**src/rtl/queue_out_mlane.sv**
```systemverilog
// queue_out_mlane: element-granular circular FIFO, ENQ_LANES compacting push lanes, DEQ_LANES pop lanes.
// Latency: an element written at edge E is visible on rdata_out/rdata_valid after E; no same-cycle bypass.
// Backpressure: whole batch accepted only if it fits in pre-pop free space, else held; pops clamp to count.
// Optional statistics ports are enabled by defining QUEUE_OUT_MLANE_STATS_EN.
module queue_out_mlane #(
    parameter int DATA_W     = 32,
    parameter int ENQ_LANES  = 2,
    parameter int DEQ_LANES  = 2,
    parameter int Q_DEPTH    = 64,
    parameter int SAT_THRESH = 8
) (
    input  logic                              clk,
    input  logic                              bfs_rst_n,
    input  logic [ENQ_LANES-1:0]              enqueue_req,
    input  logic [ENQ_LANES*DATA_W-1:0]       wdata_in,
    output logic                              enq_accept,
    input  logic [$clog2(DEQ_LANES+1)-1:0]    deq_num,
    output logic [DEQ_LANES*DATA_W-1:0]       rdata_out,
    output logic [DEQ_LANES-1:0]              rdata_valid,
    output logic [$clog2(Q_DEPTH):0]          count,
    output logic                              queue_sat,
    output logic                              queue_full,
    output logic                              queue_empty
`ifdef QUEUE_OUT_MLANE_STATS_EN
    ,
    output logic [$clog2(Q_DEPTH):0]          stat_hiwater,
    output logic [15:0]                       stat_reject,
    output logic [15:0]                       stat_deq_short
`endif
);

    localparam int AW  = $clog2(Q_DEPTH);
    localparam int PW  = AW + 1;
    localparam int DNW = $clog2(DEQ_LANES + 1);
    localparam int CW  = $clog2(ENQ_LANES + 1);

    // Pointers carry one extra polarity bit so full (count == Q_DEPTH) differs from empty.
    logic [PW-1:0]     r_head;
    logic [PW-1:0]     r_tail;
    logic [DATA_W-1:0] r_mem [Q_DEPTH];

    logic [PW-1:0]     w_count;
    logic [PW-1:0]     w_free;
    logic [CW-1:0]     w_n_enq;
    logic [AW-1:0]     w_wr_idx [ENQ_LANES];
    logic [AW-1:0]     w_rd_idx [DEQ_LANES];
    logic              w_enq_accept;
    logic [DNW-1:0]    w_deq_clamp;
    logic [PW-1:0]     w_n_deq;
    logic [PW-1:0]     w_tail_nxt;
    logic [PW-1:0]     w_head_nxt;

    assign w_count = r_tail - r_head;
    assign w_free  = PW'(Q_DEPTH) - w_count;

    // Compaction: each requesting lane lands at tail + (number of lower requesting lanes).
    always_comb begin
        logic [CW-1:0] v_sum;
        v_sum = '0;
        for (int i = 0; i < ENQ_LANES; i++) begin
            w_wr_idx[i] = r_tail[AW-1:0] + AW'(v_sum);
            v_sum       = v_sum + CW'(enqueue_req[i]);
        end
        w_n_enq = v_sum;
    end

    // Acceptance looks only at registered free space; same-cycle pops are deliberately ignored.
    assign w_enq_accept = bfs_rst_n && (w_n_enq != '0) && (32'(w_n_enq) <= 32'(w_free));
    assign enq_accept   = w_enq_accept;

    // Pop count: clamp to lane count, then to occupancy, so over-requests never underflow.
    always_comb begin
        w_deq_clamp = (32'(deq_num) > 32'(DEQ_LANES)) ? DNW'(DEQ_LANES) : deq_num;
        w_n_deq     = (32'(w_deq_clamp) > 32'(w_count)) ? w_count : PW'(w_deq_clamp);
    end

    assign w_tail_nxt = r_tail + (w_enq_accept ? PW'(w_n_enq) : '0);
    assign w_head_nxt = r_head + w_n_deq;

    // Pointer update; reset drops everything in flight.
    always_ff @(posedge clk or negedge bfs_rst_n) begin
        if (!bfs_rst_n) begin
            r_head <= '0;
            r_tail <= '0;
        end else begin
            r_head <= w_head_nxt;
            r_tail <= w_tail_nxt;
        end
    end

    // Storage write for accepted batches; contents need no reset since pointers gate visibility.
    always_ff @(posedge clk) begin
        for (int i = 0; i < ENQ_LANES; i++) begin
            if (w_enq_accept && enqueue_req[i]) begin
                r_mem[w_wr_idx[i]] <= wdata_in[i*DATA_W +: DATA_W];
            end
        end
    end

    // Read lanes present the next DEQ_LANES entries from the registered head.
    always_comb begin
        for (int i = 0; i < DEQ_LANES; i++) begin
            w_rd_idx[i]                      = r_head[AW-1:0] + AW'(i);
            rdata_out[i*DATA_W +: DATA_W]    = r_mem[w_rd_idx[i]];
            rdata_valid[i]                   = (32'(w_count) > 32'(i));
        end
    end

    assign count       = w_count;
    assign queue_empty = (w_count == '0);
    assign queue_full  = (32'(w_free) < 32'(ENQ_LANES));
    assign queue_sat   = (32'(w_count) >= 32'(SAT_THRESH));

`ifdef QUEUE_OUT_MLANE_STATS_EN
    logic [PW-1:0] w_count_nxt;
    logic [PW-1:0] r_hiwater;
    logic [15:0]   r_reject;
    logic [15:0]   r_deq_short;

    assign w_count_nxt = w_tail_nxt - w_head_nxt;

    // Peak occupancy plus saturating reject / short-pop event counters.
    always_ff @(posedge clk or negedge bfs_rst_n) begin
        if (!bfs_rst_n) begin
            r_hiwater   <= '0;
            r_reject    <= '0;
            r_deq_short <= '0;
        end else begin
            if (w_count_nxt > r_hiwater) begin
                r_hiwater <= w_count_nxt;
            end
            if ((w_n_enq != '0) && !w_enq_accept && (r_reject != 16'hFFFF)) begin
                r_reject <= r_reject + 16'd1;
            end
            if ((32'(deq_num) > 32'(w_count)) && (r_deq_short != 16'hFFFF)) begin
                r_deq_short <= r_deq_short + 16'd1;
            end
        end
    end

    assign stat_hiwater   = r_hiwater;
    assign stat_reject    = r_reject;
    assign stat_deq_short = r_deq_short;
`endif

endmodule
```
**config.mk**
```make
export PLATFORM = sky130hd
export DESIGN_NAME = queue_out_mlane
export DESIGN_NICKNAME = d
export VERILOG_FILES = /design/src/rtl/queue_out_mlane.sv
export SDC_FILE = /design/constraint.sdc
export NUM_CORES = 2
export LEC_CHECK = 0
export CAP_MARGIN = 5
export CORE_UTILIZATION = 60
export DETAILED_ROUTE_END_ITERATION = 8
export DONT_BUFFER_PORTS = 1
export GPL_ROUTABILITY_DRIVEN = 0
export PLACE_DENSITY = 0.8
export SETUP_SLACK_MARGIN = 0.3
export SKIP_CTS_REPAIR_TIMING = 1
export SYNTH_ARGS = -nofsm -noshare
export SYNTH_HDL_FRONTEND = slang
export SYNTH_SLANG_ARGS = --single-unit
```
**constraint.sdc**
```tcl
create_clock -name clk -period 6.5 [get_ports clk]
set_clock_uncertainty 0.15 [all_clocks]
set_input_delay 1.3 -clock clk [delete_from_list [all_inputs] [get_ports clk]]
set_output_delay 1.3 -clock clk [all_outputs]
set_load 0.005 [all_outputs]
```
# Yosys cells after proc, flatten, opt, wreduce, memory -nomap -nowiden
# Memory sizes are Yosys's and may differ from the RTL's.
# Index checks and enable logic that the tools add are counted.
[classes]
add_sub_neg = 7
n_reduce_logical = 6
n_mux = 7
order_cmp = 7
[op_table]
columns = ["cell", "count"]
rows = [
  ["> comparator 7 x 1 -> 1 bit, second input constant", 2],
  ["adder 7 x 2 -> 7 bit", 1],
  ["adder 7 bit", 1],
  [">= comparator 7 x 4 -> 1 bit, second input constant", 1],
  ["> comparator 2 x 7 -> 1 bit", 1],
  ["<= comparator 2 x 7 -> 1 bit", 1],
  ["zero test 7 bit", 1],
  ["less-than comparator 7 x 2 -> 1 bit, second input constant", 1],
  ["two-way mux 7 bit", 1],
  ["subtractor 7 bit", 1],
  ["subtractor 7 bit, first input constant", 1],
  ["adder 6 x 1 -> 6 bit", 1],
  ["adder 6 x 1 -> 6 bit, second input constant", 1],
  ["logical AND 1 bit", 4],
  ["two-way mux 1 bit", 4],
  ["two-way mux 2 bit", 2],
  ["adder 1 x 1 -> 2 bit", 1],
  ["> comparator 2 bit, second input constant", 1],
  ["nonzero test 2 bit", 1],
]
[word_totals]
memories = 1
ram_bits = 2048
ff_bits = 14
[mem_list]
columns = ["name", "words", "word_bits", "rd", "rd_ports_with_merged_regs", "write_ports", "line_no", "text"]
rows = [
  ["r_mem", 64, 32, 2, 0, 2, "40", "logic [DATA_W-1:0] r_mem [Q_DEPTH];"],
]

# Longest topological paths before layout
[logic_depth]
ltp_word = 7
mapped_depth = 21
mapped_depth_nobuf = 19

# Least setup slack after synthesis
# No wires, ideal clock.
[synth_timing]
path_type = "register to register"
start = "reg r_head[2]"
end = "mem r_mem[22][0], enable pin"
path_stages_with_launch = 17
t_required_ps = 5918
t_arrival_ps = 5217
setup_time_ps = 432
slack_ps = 701
path_cell_list = "dfrtp_1 > clkbuf_1 > inv_1 > clkbuf_1 > clkbuf_1 > clkbuf_1 > ha_1 > a211oi_2 > nor2_1 > xor2_1 > a2111o_1 > xor2_1 > and4_1 > buf_4 > clkbuf_1 > buf_2 > a21oi_1"
[synth_rtl]
columns = ["element", "line_no", "text"]
rows = [
  ["start: declaration", "38", "logic [PW-1:0] r_head;"],
  ["start signal: assignment", "86", "r_head <= w_head_nxt;"],
  ["end: declaration", "40", ""],
]

# Worst setup path after layout
[layout_timing]
start = "reg r_head[0]"
end = "out rdata_out[12]"
[layout_via]
elab_chain_len = 1
[layout_lines]
columns = ["element", "line_no", "text"]
rows = [
  ["memory (64 x 32 bit)", "-", ""],
  ["end: declaration", "18", "output logic [DEQ_LANES*DATA_W-1:0] rdata_out,"],
]
# No other way between the ends.

==> out/metrics.cfg <==
[placement]
place_inst=9637
buffer_ports.inserted=0
pre_cts_ws_ns=1.08
dp.final_hpwl_um=255000
placed_area_um2=127000

[power]
power.total_mw=58.1
power.share.combinational_pct=52.6
seq_power_share_pct=26.7
vdd_drop_max_mv=0.947
total_power_per_unit_cell_area_nw_per_um2=434
power_switching_mw=23.7
swShare_pct=40.8
internal_power_mw=34.4
p_leak_nw=44.1
power.share.clock_pct=20.7

[global_route]
grt_pass1_wl_um=609000
largest_net_degree_at_the_start_of_global_routing=120
gr-total-overflow=0
grt_util_all_layers_pct=41.4
grt_pass1_vias=80600
grt_antenna_before_repair=21

[worst_hold_path]
holdCritPathClass=reg -> reg

[status]
violations_in_the_final_reports=design-rule violations
outcome=finished with violations

[route]
routed_wl_um=441000
firstDrtPassIters=9
drtAntennaViolNets=0
detail_route.wl_per_cell_um=44.0
detail_route.drc_violations=58
dr.first_iter.drc_count=16200
avgViaCountPerCell=8.22
routed-via-count=82500

[sta]
layout_worst_path_cycle_share_pct=94.5
slew_viol_final=0
min_period_ns=6.14
tns_ns=0
slew_headroom_pct=6.37
finalHoldViolCount=0
fin_ws_ns=0.355
worst_hold_slack_ns=0.343
timing_worst_slew_pin_value_ns=1.40
timing.fmax_mhz=163
final_report_setup_violation_count=0
setup_repair_after_global_routing_missed_its_margin=yes

[worst_setup_path]
criticalPathCategory=reg -> out
critPathRequiredTime_ns=5.05
cp-end-kind=primary output
worst-endpoint-arrival_ns=4.69
crit_path_start_kind=register
path_max_fanout=98

[cells_and_area]
finalNetCount=7166
layout-drive-gt1-share_pct=51.2
fin_cells=10000
finish.utilization_pct=64.6
layout_area_growth_over_synthesis_pct=6.79
final_area_um2=134000

[logic_synthesis]
synth_enable_flop_cells=2048
synth_area_per_cell_um2=16.4
yosysSeqAreaShare_pct=49.3
synthesis.area_um2=126000
postSynth.asyncResetShare_pct=0.679
post_synthesis_cell_count=7654
synth_area_leader_cell=sky130_fd_sc_hd__edfxtp_1
ys_dominant_reg_cell=sky130_fd_sc_hd__edfxtp_1
synth_top_area_share_pct=49.0
synth.yosys.warnings=0
yosys-top-cells-area=sky130_fd_sc_hd__edfxtp_1 (49%), sky130_fd_sc_hd__mux4_2 (18%), sky130_fd_sc_hd__mux2_2 (14%), sky130_fd_sc_hd__mux2_4 (4.8%), sky130_fd_sc_hd__mux2i_1 (3.4%)
count_of_state_elements_after_synthesis=2062
synth_commonest_cells=sky130_fd_sc_hd__edfxtp_1 (2,048), sky130_fd_sc_hd__mux2_2 (1,587), sky130_fd_sc_hd__mux4_2 (999)
synth_cell_type_count=56
yosysMostFrequentCell=sky130_fd_sc_hd__edfxtp_1

[run]
maxCapViolCount=0

[clock_network]
deepest_level_of_the_cts_h_tree=4
tritoncts_clock_tree=done
clk_transition_reported_paths_ns=0.06
cts.path.max_buffers=3
clk_latency_ns=0.88
cts_num_sinks=2062
cts-root-buf=sky130_fd_sc_hd__clkbuf_16
tritoncts.num_buffers=214

[floorplanning]
die_width_um=459
design.die.area_um2=211000
boundaryPins=147
die_height_um=459
core.rowCount=167
start_util_pct=60.5
core_area_um2=207000

[cell type report]
class / instances / area (um2)
fill: 14000 / 73400
sequential: 2062 / 61900
multi-input combinational: 4493 / 58800
clock buffer: 261 / 5590
tap: 2788 / 3490
timing repair buffer: 272 / 3130
clock inverter: 124 / 1030
inverter: 25 / 109
antenna: 9 / 22.5
[cells in the final DEF (no fill, tap or decap), types with 20 or more instances in the layout]
cell type and instances:
sky130_fd_sc_hd__buf_12 84, sky130_fd_sc_hd__clkbuf_16 216, sky130_fd_sc_hd__clkbuf_1 43, sky130_fd_sc_hd__ha_1 24, sky130_fd_sc_hd__nor2_4 61, sky130_fd_sc_hd__nor2_1 70, sky130_fd_sc_hd__o221ai_1 212, sky130_fd_sc_hd__clkinv_2 33
sky130_fd_sc_hd__and3_2 23, sky130_fd_sc_hd__mux4_2 999, sky130_fd_sc_hd__inv_1 20, sky130_fd_sc_hd__mux2i_1 428, sky130_fd_sc_hd__a22oi_1 49, sky130_fd_sc_hd__mux2_1 59, sky130_fd_sc_hd__a21oi_1 148, sky130_fd_sc_hd__buf_4 182
sky130_fd_sc_hd__mux2_2 1587, sky130_fd_sc_hd__nand2_1 37, sky130_fd_sc_hd__o22ai_1 107, sky130_fd_sc_hd__nor3_1 134, sky130_fd_sc_hd__nand3_4 27, sky130_fd_sc_hd__clkinv_1 56, sky130_fd_sc_hd__edfxtp_1 2048, sky130_fd_sc_hd__mux2_4 403
[path summary, 6_finish.rpt]
path                            cells after the start  slack [ns]       from             to
worst min register to register                      1        0.34  r_head[6]      r_head[6]
worst max register to register                     15        0.87  r_tail[0]   r_mem[11][3]
worst min-delay path                                1        0.34  r_head[6]      r_head[6]
worst max-delay path                                8        0.36  r_head[0]  rdata_out[12]
min in group asynchronous                           1        0.80  bfs_rst_n      r_head[4]
max in group asynchronous                           1        4.83  bfs_rst_n      r_head[0]
[flip-flops by register name (all words and copies together), names as in the netlist]
signal / count
r_mem: 2048
r_head: 7
r_tail: 7
[cell families after synthesis]
logic type,Yosys count,share of synthesized area (%)
AO/OA/AOI/OAI,552,3.09
XOR/XNOR,23,0.160
adder cells (fa/ha/maj),28,0.297
buffers and inverters,1102,4.45
flip-flops,2062,49.3
multiplexers,3476,40.9
other,1,0.00299
AND/OR/NAND/NOR,410,1.83
[critical path: stages, from the launching register on]
cell and delay, ns:
sky130_fd_sc_hd__dfrtp_4 0.62, sky130_fd_sc_hd__buf_12 0.45, sky130_fd_sc_hd__buf_16 0.49, sky130_fd_sc_hd__mux2i_1 0.19, sky130_fd_sc_hd__o221ai_1 0.27, sky130_fd_sc_hd__o22ai_1 0.14
sky130_fd_sc_hd__nor3_1 0.48, sky130_fd_sc_hd__nor2_1 0.23, sky130_fd_sc_hd__a21oi_1 0.58
[power groups by stage]
stage               sequential, mW  combinational (mW)  clock (mW)
detailed placement            15.8                29.2           0
global placement              15.7                28.9           0
finish                        15.5                30.6        12.0
global route                  15.5                30.8        12.5
CTS                           15.5                29.4        12.0
floorplan                     15.5                19.5           0
[per-layer routing]
layer	vias to the layer above	GRT usage [%]	routed length (um)
li1	30200	-	-
met1	41900	51.3	140000
met2	8408	58.1	186000
met3	1976	16.4	73300
met4	24	31.9	42000
met5	-	0.0230	156
(Power assumes the default switching activity.)
